<file path="src/rtl/transfer_sequencer.sv">
// Upstream control stage for general_registers: runs one MOV/LDI/NOP/HALT per handshake as timed read/write phases.
// Optional define XFER_BYPASS_EN forwards the last written value to a MOV that reads it, skipping the read phase.
module transfer_sequencer #(
  parameter logic [2:0]  SINK_REG     = 3'd7,
  parameter int unsigned READ_LATENCY = 2
) (
  input  logic       clk,
  input  logic       reset,
  input  logic       instr_valid,
  input  logic [7:0] instr,
  input  logic [7:0] imm,
  output logic       instr_ready,
  input  logic [7:0] src_in,
  output logic [2:0] src_bus_selector,
  output logic [2:0] dest_bus_selector,
  output logic [7:0] data_out,
  output logic       busy,
  output logic       halted
);

  typedef enum logic [1:0] {S_IDLE, S_READ, S_WRITE, S_HALT} state_t;

  localparam logic [1:0] OP_MOV  = 2'b00;
  localparam logic [1:0] OP_LDI  = 2'b01;
  localparam logic [1:0] OP_HALT = 2'b11;
  localparam logic [2:0] RD_INIT = 3'(READ_LATENCY - 1);

  state_t     state, state_nxt;
  logic [2:0] src_nxt, dest_nxt;
  logic [2:0] wr_dest, wr_dest_nxt;
  logic [2:0] rd_cnt, rd_cnt_nxt;
  logic [7:0] data_nxt;
  logic       accept;
  logic       bypass_hit;
  logic [7:0] bypass_data;

  assign accept      = instr_valid && (state == S_IDLE);
  assign instr_ready = (state == S_IDLE);
  assign busy        = (state == S_READ) || (state == S_WRITE);
  assign halted      = (state == S_HALT);

`ifdef XFER_BYPASS_EN
  logic [2:0] last_dest;
  logic [7:0] last_data;
  logic       last_vld;

  // Tracker mirrors whatever general_registers latches during each write cycle.
  always_ff @(posedge clk or posedge reset) begin
    if (reset) begin
      last_vld  <= 1'b0;
      last_dest <= SINK_REG;
      last_data <= 8'h00;
    end else if (state == S_WRITE) begin
      last_vld  <= 1'b1;
      last_dest <= dest_bus_selector;
      last_data <= data_out;
    end
  end

  assign bypass_hit  = last_vld && (instr[5:3] == last_dest);
  assign bypass_data = last_data;
`else
  assign bypass_hit  = 1'b0;
  assign bypass_data = 8'h00;
`endif

  always_ff @(posedge clk or posedge reset) begin
    if (reset) begin
      state             <= S_IDLE;
      src_bus_selector  <= SINK_REG;
      dest_bus_selector <= SINK_REG;
      wr_dest           <= SINK_REG;
      rd_cnt            <= 3'd0;
      data_out          <= 8'h00;
    end else begin
      state             <= state_nxt;
      src_bus_selector  <= src_nxt;
      dest_bus_selector <= dest_nxt;
      wr_dest           <= wr_dest_nxt;
      rd_cnt            <= rd_cnt_nxt;
      data_out          <= data_nxt;
    end
  end

  always_comb begin
    state_nxt   = state;
    src_nxt     = src_bus_selector;
    dest_nxt    = dest_bus_selector;
    wr_dest_nxt = wr_dest;
    rd_cnt_nxt  = rd_cnt;
    data_nxt    = data_out;
    case (state)
      S_IDLE: begin
        src_nxt  = SINK_REG;
        dest_nxt = SINK_REG;
        if (accept) begin
          case (instr[7:6])
            OP_MOV: begin
              src_nxt     = instr[5:3];
              wr_dest_nxt = instr[2:0];
              if (bypass_hit) begin
                data_nxt  = bypass_data;
                dest_nxt  = instr[2:0];
                state_nxt = S_WRITE;
              end else begin
                rd_cnt_nxt = RD_INIT;
                state_nxt  = S_READ;
              end
            end
            OP_LDI: begin
              data_nxt    = imm;
              dest_nxt    = instr[2:0];
              wr_dest_nxt = instr[2:0];
              state_nxt   = S_WRITE;
            end
            OP_HALT: state_nxt = S_HALT;
            default: ;
          endcase
        end
      end
      S_READ: begin
        // src_in is only trustworthy once the selector has been held for READ_LATENCY cycles.
        dest_nxt = SINK_REG;
        if (rd_cnt == 3'd0) begin
          data_nxt  = src_in;
          src_nxt   = SINK_REG;
          dest_nxt  = wr_dest;
          state_nxt = S_WRITE;
        end else begin
          rd_cnt_nxt = rd_cnt - 3'd1;
        end
      end
      S_WRITE: begin
        src_nxt   = SINK_REG;
        dest_nxt  = SINK_REG;
        state_nxt = S_IDLE;
      end
      S_HALT: begin
        src_nxt  = SINK_REG;
        dest_nxt = SINK_REG;
      end
    endcase
  end

endmodule

</file>
<file path="config.mk">
export PLATFORM = sky130hd
export DESIGN_NAME = transfer_sequencer
export DESIGN_NICKNAME = d
export VERILOG_FILES = /design/src/rtl/transfer_sequencer.sv
export SDC_FILE = /design/constraint.sdc
export NUM_CORES = 1
export LEC_CHECK = 0
export CELL_PAD_IN_SITES_DETAIL_PLACEMENT = 0
export CELL_PAD_IN_SITES_GLOBAL_PLACEMENT = 2
export CORE_MARGIN = 2
export CORE_UTILIZATION = 28
export DETAILED_ROUTE_END_ITERATION = 7
export GPL_TIMING_DRIVEN = 0
export PLACE_DENSITY = 0.95
export SLEW_MARGIN = 20
export SYNTH_ARGS = -nofsm -noshare
export SYNTH_HDL_FRONTEND = slang
export SYNTH_SLANG_ARGS = --single-unit
</file>
<file path="constraint.sdc">
create_clock -name clk -period 4.86 [get_ports clk]
set_input_delay 0.486 -clock clk [delete_from_list [all_inputs] [get_ports clk]]
set_output_delay 0.486 -clock clk [all_outputs]
set_load 0.01 [all_outputs]
</file>
### After elaboration in Yosys (flattened, before gate mapping)

Index checks and enable logic that the tools add are counted.

* bits in registers: 22
* bits of input ports: 27
* output and inout port bits: 17
* logic and storage cells: 51

* $add $sub $neg: 1
* equality and inequality tests: 11
* multiplexer cells: 20
* reductions and logical operators: 13

Operators by type and width (number)
* $mux 3: 9
* $mux 8: 3
* $pmux 3 s3: 2
* $pmux 8 s2: 1
* $pmux 2 s3: 2
* $reduce_and 4->1: 3
* $ne 2x1->1 const B: 4
* $eq 2x2->1 const B: 3
* $pmux 3 s2: 1
* $eq 2x1->1 const B: 2
* $logic_not 2->1: 2
* $mux 2: 2
* $ne 4x1->1 const B: 1
* $reduce_or 2->1: 2
* $logic_not 3->1: 1
* $reduce_and 3->1: 1
* $reduce_bool 3->1: 1
* $sub 3x1->3 const B: 1
* $ne 2x2->1 const B: 1
* $reduce_bool 2->1: 1
* $logic_and 1x1->1: 1
* $logic_or 1x1->1: 1

### Depth between registers and ports, before layout

* depth after elaboration: 4
* depth in mapped cells: 8
* mapped depth without buffers: 6

### Worst setup path after synthesis

OpenSTA, ideal clock, no wires.

* kind: register to register
* start point: register state[1]
* end point: register state[0]
* setup time: 0.125 ns
* data arrival time: 1.605 ns
* slack: 3.130 ns
* stages on the path, launching flop included: 8
* buffers on the path: 2
* cell sequence: dfrtp_1 -> inv_1 -> ha_1 -> buf_2 -> and2_4 -> buf_6 -> a211o_1 -> mux2_4

* longest elaborated chain between the ends: 4

RTL lines
* start: declaration: RTL line 28 `state_t state, state_nxt;`
* start signal: assignment: RTL line 76 `state <= state_nxt;`
* $logic_not 2->1: RTL line 37, 92
* $logic_and 1x1->1: RTL line 37 `assign accept = instr_valid && (state == S_IDLE);`
* $ne 2x1->1 (no source line)
* $reduce_and 4->1 (no source line)

Parallel ways exist; a longest one is shown, timed or not.
A chain may end at the register's enable or synchronous reset.

### Worst setup path after layout

* start point: register state[0]
* end point: output port busy

* longest elaborated chain between the ends: 2

RTL lines
* $eq 2x1->1 or $eq 2x2->1 (tied branches): RTL line 39 `assign busy = (state == S_READ) || (state == S_WRITE);`
* $logic_or 1x1->1 *: RTL line 39
* end: declaration: RTL line 17 `output logic busy,`

Mark *: on every way between the ends. The rest lies on a longest branch, timed or not.

==> results.py <==
metrics = {
    "setup_path": {
        "worstRegToRegCells": 8,
        "rrSetupSlack_ps": 2930,
        "cp-end-kind": "output port",
        "path_max_fanout": 4,
        "r2r-start": "state[1]$_DFFE_PP0P_",
        "start_kind": "flip-flop",
        "critPathSlowestCell": "clkdlybuf4s50_1",
        "crit_type": "reg -> out",
        "crit_family": "buffers and inverters",
        "max_stage_delay_ps": 550,
        "cp.required_ps": 4370,
        "arrival_ps": 1650,
        "critPathLaunch": "state[0]$_DFFE_PP0P_",
        "r2r_end": "data_out[7]$_DFFE_PP0P_",
        "critical_path_buf_inv_count": 2,
        "worstPathCellList": "inv_1 -> ha_1 -> clkdlybuf4s50_1",
    },
    "clocking": {
        "cts_hold_buf": 0,
        "clk_pin_slew_ps": 80,
        "cts_buffer_depth": 2,
        "htree_levels": 1,
        "cts_tree": "yes",
        "clk_latency_ps": 260,
        "clock-root-buffer": "clkbuf_8",
        "numClockSinks": 22,
        "post_cts_resized": 0,
        "cts_buffers": 3,
        "post-cts-setup-buffers": 0,
    },
    "sta": {
        "rsz0062_at_grt": "no",
        "post-route-period-util": 0.441,
        "hold_viol": 0,
        "fin_crit_ps": 2140,
        "finClkSkew_ps": 5.87,
        "slew_headroom": 0.435,
        "finalSetupViolations": 0,
        "tightest_slew_ps": 846,
        "maxSlewViolCount": 0,
        "fin_setup_tns_ps": 0,
        "fmax_ghz": 0.467,
    },
    "yosys": {
        "synth_cell_types": 28,
        "ys_warn_count": 0,
        "syn_nets": 145,
        "synth_area_per_cell_um2": 10.5,
        "ys_seq_elements": 22,
        "syn_inst": 111,
        "syn_area_um2": 1160,
        "ys_seq_area_frac": 0.482,
    },
    "power": {
        "powerDensity_nw_per_um2": 576,
        "swShare": 0.364,
        "vdd_drop_max_mv": 0.288,
        "internal-power_w": 0.000624,
        "power.total_w": 0.000980,
        "power_frac_comb": 0.553,
        "power_switching_w": 0.000357,
        "p_leak_nw": 0.712,
        "power_frac_seq": 0.330,
        "clock_power_share": 0.117,
    },
    "grt": {
        "antenna_found_initial": 0,
        "first_global_vias": 995,
        "grt.total_usage": 0.124,
        "grt_overflow_total": 0,
        "grt_first_pass_wirelength_mm": 4.34,
        "grt_max_degree": 23,
    },
    "cells_and_area": {
        "final_util": 0.426,
        "n_fill_cell": 391,
        "syn_to_final_growth_pct": 46.2,
        "final_cells": 208,
        "fin_nets": 193,
        "drive_gt1_frac": 0.158,
        "antenna_cells": 0,
    },
    "run_status": {
        "status": "complete, no violations",
    },
    "floorplan": {
        "rows": 23,
        "core_um2": 4000,
        "fp.dieH_um": 68.5,
        "die-area_um2": 4690,
        "die_w_um": 68.5,
        "start_util": 0.291,
        "io_pins": 44,
    },
    "hold_path": {
        "hold_end": "dest_bus_selector[1]$_DFF_PP1_",
        "holdPathStages": 2,
        "worst_hold_path_type": "reg -> reg",
        "hp-start": "wr_dest[1]$_DFFE_PP1P_",
    },
    "drt": {
        "num_vias": 957,
        "drt-initial-drc-count": 9,
        "via_per_inst": 4.60,
        "drc": 0,
        "wl_mm": 2.63,
        "first_pass_iters": 4,
        "drt.antenna.violating_nets": 0,
        "wl_per_cell_um": 12.6,
    },
    "job": {
        "maxCapViolCount": 0,
    },
    "placement": {
        "place_congestion": 0.704,
        "dp.cells": 204,
        "dp_hpwl_mm": 2.08,
        "place.port_buffers": 43,
    },
}
-- logic make-up (layout without fill, tap and decap cells) --
group | after synthesis | after routing | synth area share
DFF | 22 | 22 | 0.482
adders and majority gates | 7 | 7 | 0.0752
muxes | 15 | 15 | 0.136
buffers and inverters | 12 | 59 | 0.0483
and+or+nand+nor | 33 | 33 | 0.146
AOI/OAI and AO/OA | 22 | 22 | 0.112
-- Yosys cell counts, drive strengths merged --
| cell type | instances | area share |
|---|---|---|
| nor4 | 1 | 0.0054 |
| a22oi | 1 | 0.011 |
| dfrtp | 13 | 0.28 |
| or2 | 1 | 0.0054 |
| mux2 | 4 | 0.042 |
| a211o | 1 | 0.0075 |
| a21oi | 15 | 0.064 |
| nand2 | 6 | 0.019 |
| nand2b | 2 | 0.017 |
| nor2b | 1 | 0.0054 |
| o22a | 1 | 0.0075 |
| dfstp | 9 | 0.20 |
| nand3 | 1 | 0.0043 |
| inv | 8 | 0.026 |
| mux2i | 11 | 0.095 |
| nor4bb | 1 | 0.0086 |
| o32ai | 1 | 0.0075 |
| nor2 | 17 | 0.055 |
| ha | 7 | 0.075 |
| and4bb | 1 | 0.011 |
| nand4b | 1 | 0.0075 |
| o21ai | 2 | 0.0086 |
| a31oi | 1 | 0.0054 |
| buf | 4 | 0.023 |
| and2 | 1 | 0.0075 |
-- worst register-to-register path: cells and delay by family (launching register included) --
family	cells	cell delay, ps
buffers and inverters	3	650
and+or+nand+nor	2	190
adders and majority gates	1	160
DFF	1	400
AOI/OAI and AO/OA	2	460
-- placed cells by master (no fill, tap or decap) --
master / n
clkdlybuf4s50_1: 43
nor2_1: 17
a21oi_1: 15
dfrtp_1: 13
mux2i_1: 11
dfstp_2: 9
inv_1: 8
ha_1: 7
nand2_1: 6
mux2_2: 3
buf_2: 3
clkbuf_8: 3
o21ai_0: 2
nand3_1: 1
and4bb_2: 1
nand2b_4: 1
and2_4: 1
buf_6: 1
nand4b_1: 1
nand2b_1: 1
a22oi_2: 1
a211o_1: 1
nor4_1: 1
or2_2: 1
nor2b_1: 1
a31oi_1: 1
o22a_1: 1
o32ai_1: 1
mux2_4: 1
nor4bb_1: 1
clkbuf_1: 1
-- power by group through the flow --
stage          registers (W)  clock network (W)  logic [W]
2_1_floorplan       0.000342                  0   0.000315
3_3_place_gp        0.000321                  0   0.000532
3_5_place_dp        0.000325                  0   0.000546
4_1_cts             0.000324           0.000120   0.000547
5_1_grt             0.000335           0.000129   0.000598
6_report            0.000324           0.000115   0.000542
-- per-layer routing --
metal / wire (um) / global-route usage / share of wire
met4: 22 / 0.0525 / 0.0084
met1: 1100 / 0.146 / 0.42
met2: 1270 / 0.207 / 0.48
met5: 0 / 0 / 0
met3: 233 / 0.0406 / 0.089
-- state kept, by name (all words and copies together) (netlist names) --
signal / flops
data_out: 8
rd_cnt: 3
src_bus_selector: 3
state: 2
wr_dest: 3
dest_bus_selector: 3
-- how the worst max path moves through the flow --
stage                                          to  cells past startpoint
after floorplan              state[0]$_DFFE_PP0P_                      7
after global placement    data_out[7]$_DFFE_PP0P_                      6
after detailed placement  data_out[7]$_DFFE_PP0P_                      6
after CTS                                    busy                      3
after global routing                         busy                      3
final                                        busy                      3
-- final cells by class --
cell class,instances,area (um^2),share of cell area
Sequential cell,22,562,0.330
Multi-Input combinational cell,77,547,0.321
Timing Repair Buffer,43,430,0.253
Tap cell,50,62.6,0.0367
Clock buffer,4,45.0,0.0265
Inverter,8,30.0,0.0176
Buffer,4,26.3,0.0154
-- per-stage QoR --
step | setup WS [ps] | cell area (um^2) | hold WS [ps]
detailed placement | 2780 | 1660 | 464
finish | 2720 | 1700 | 470
CTS | 2700 | 1700 | 476
floorplan | 3130 | 1160 | 448
global route | 2640 | 1700 | 513
global placement | 2830 | 1660 | 462
No activity file was read; power rests on OpenSTA's default activity.
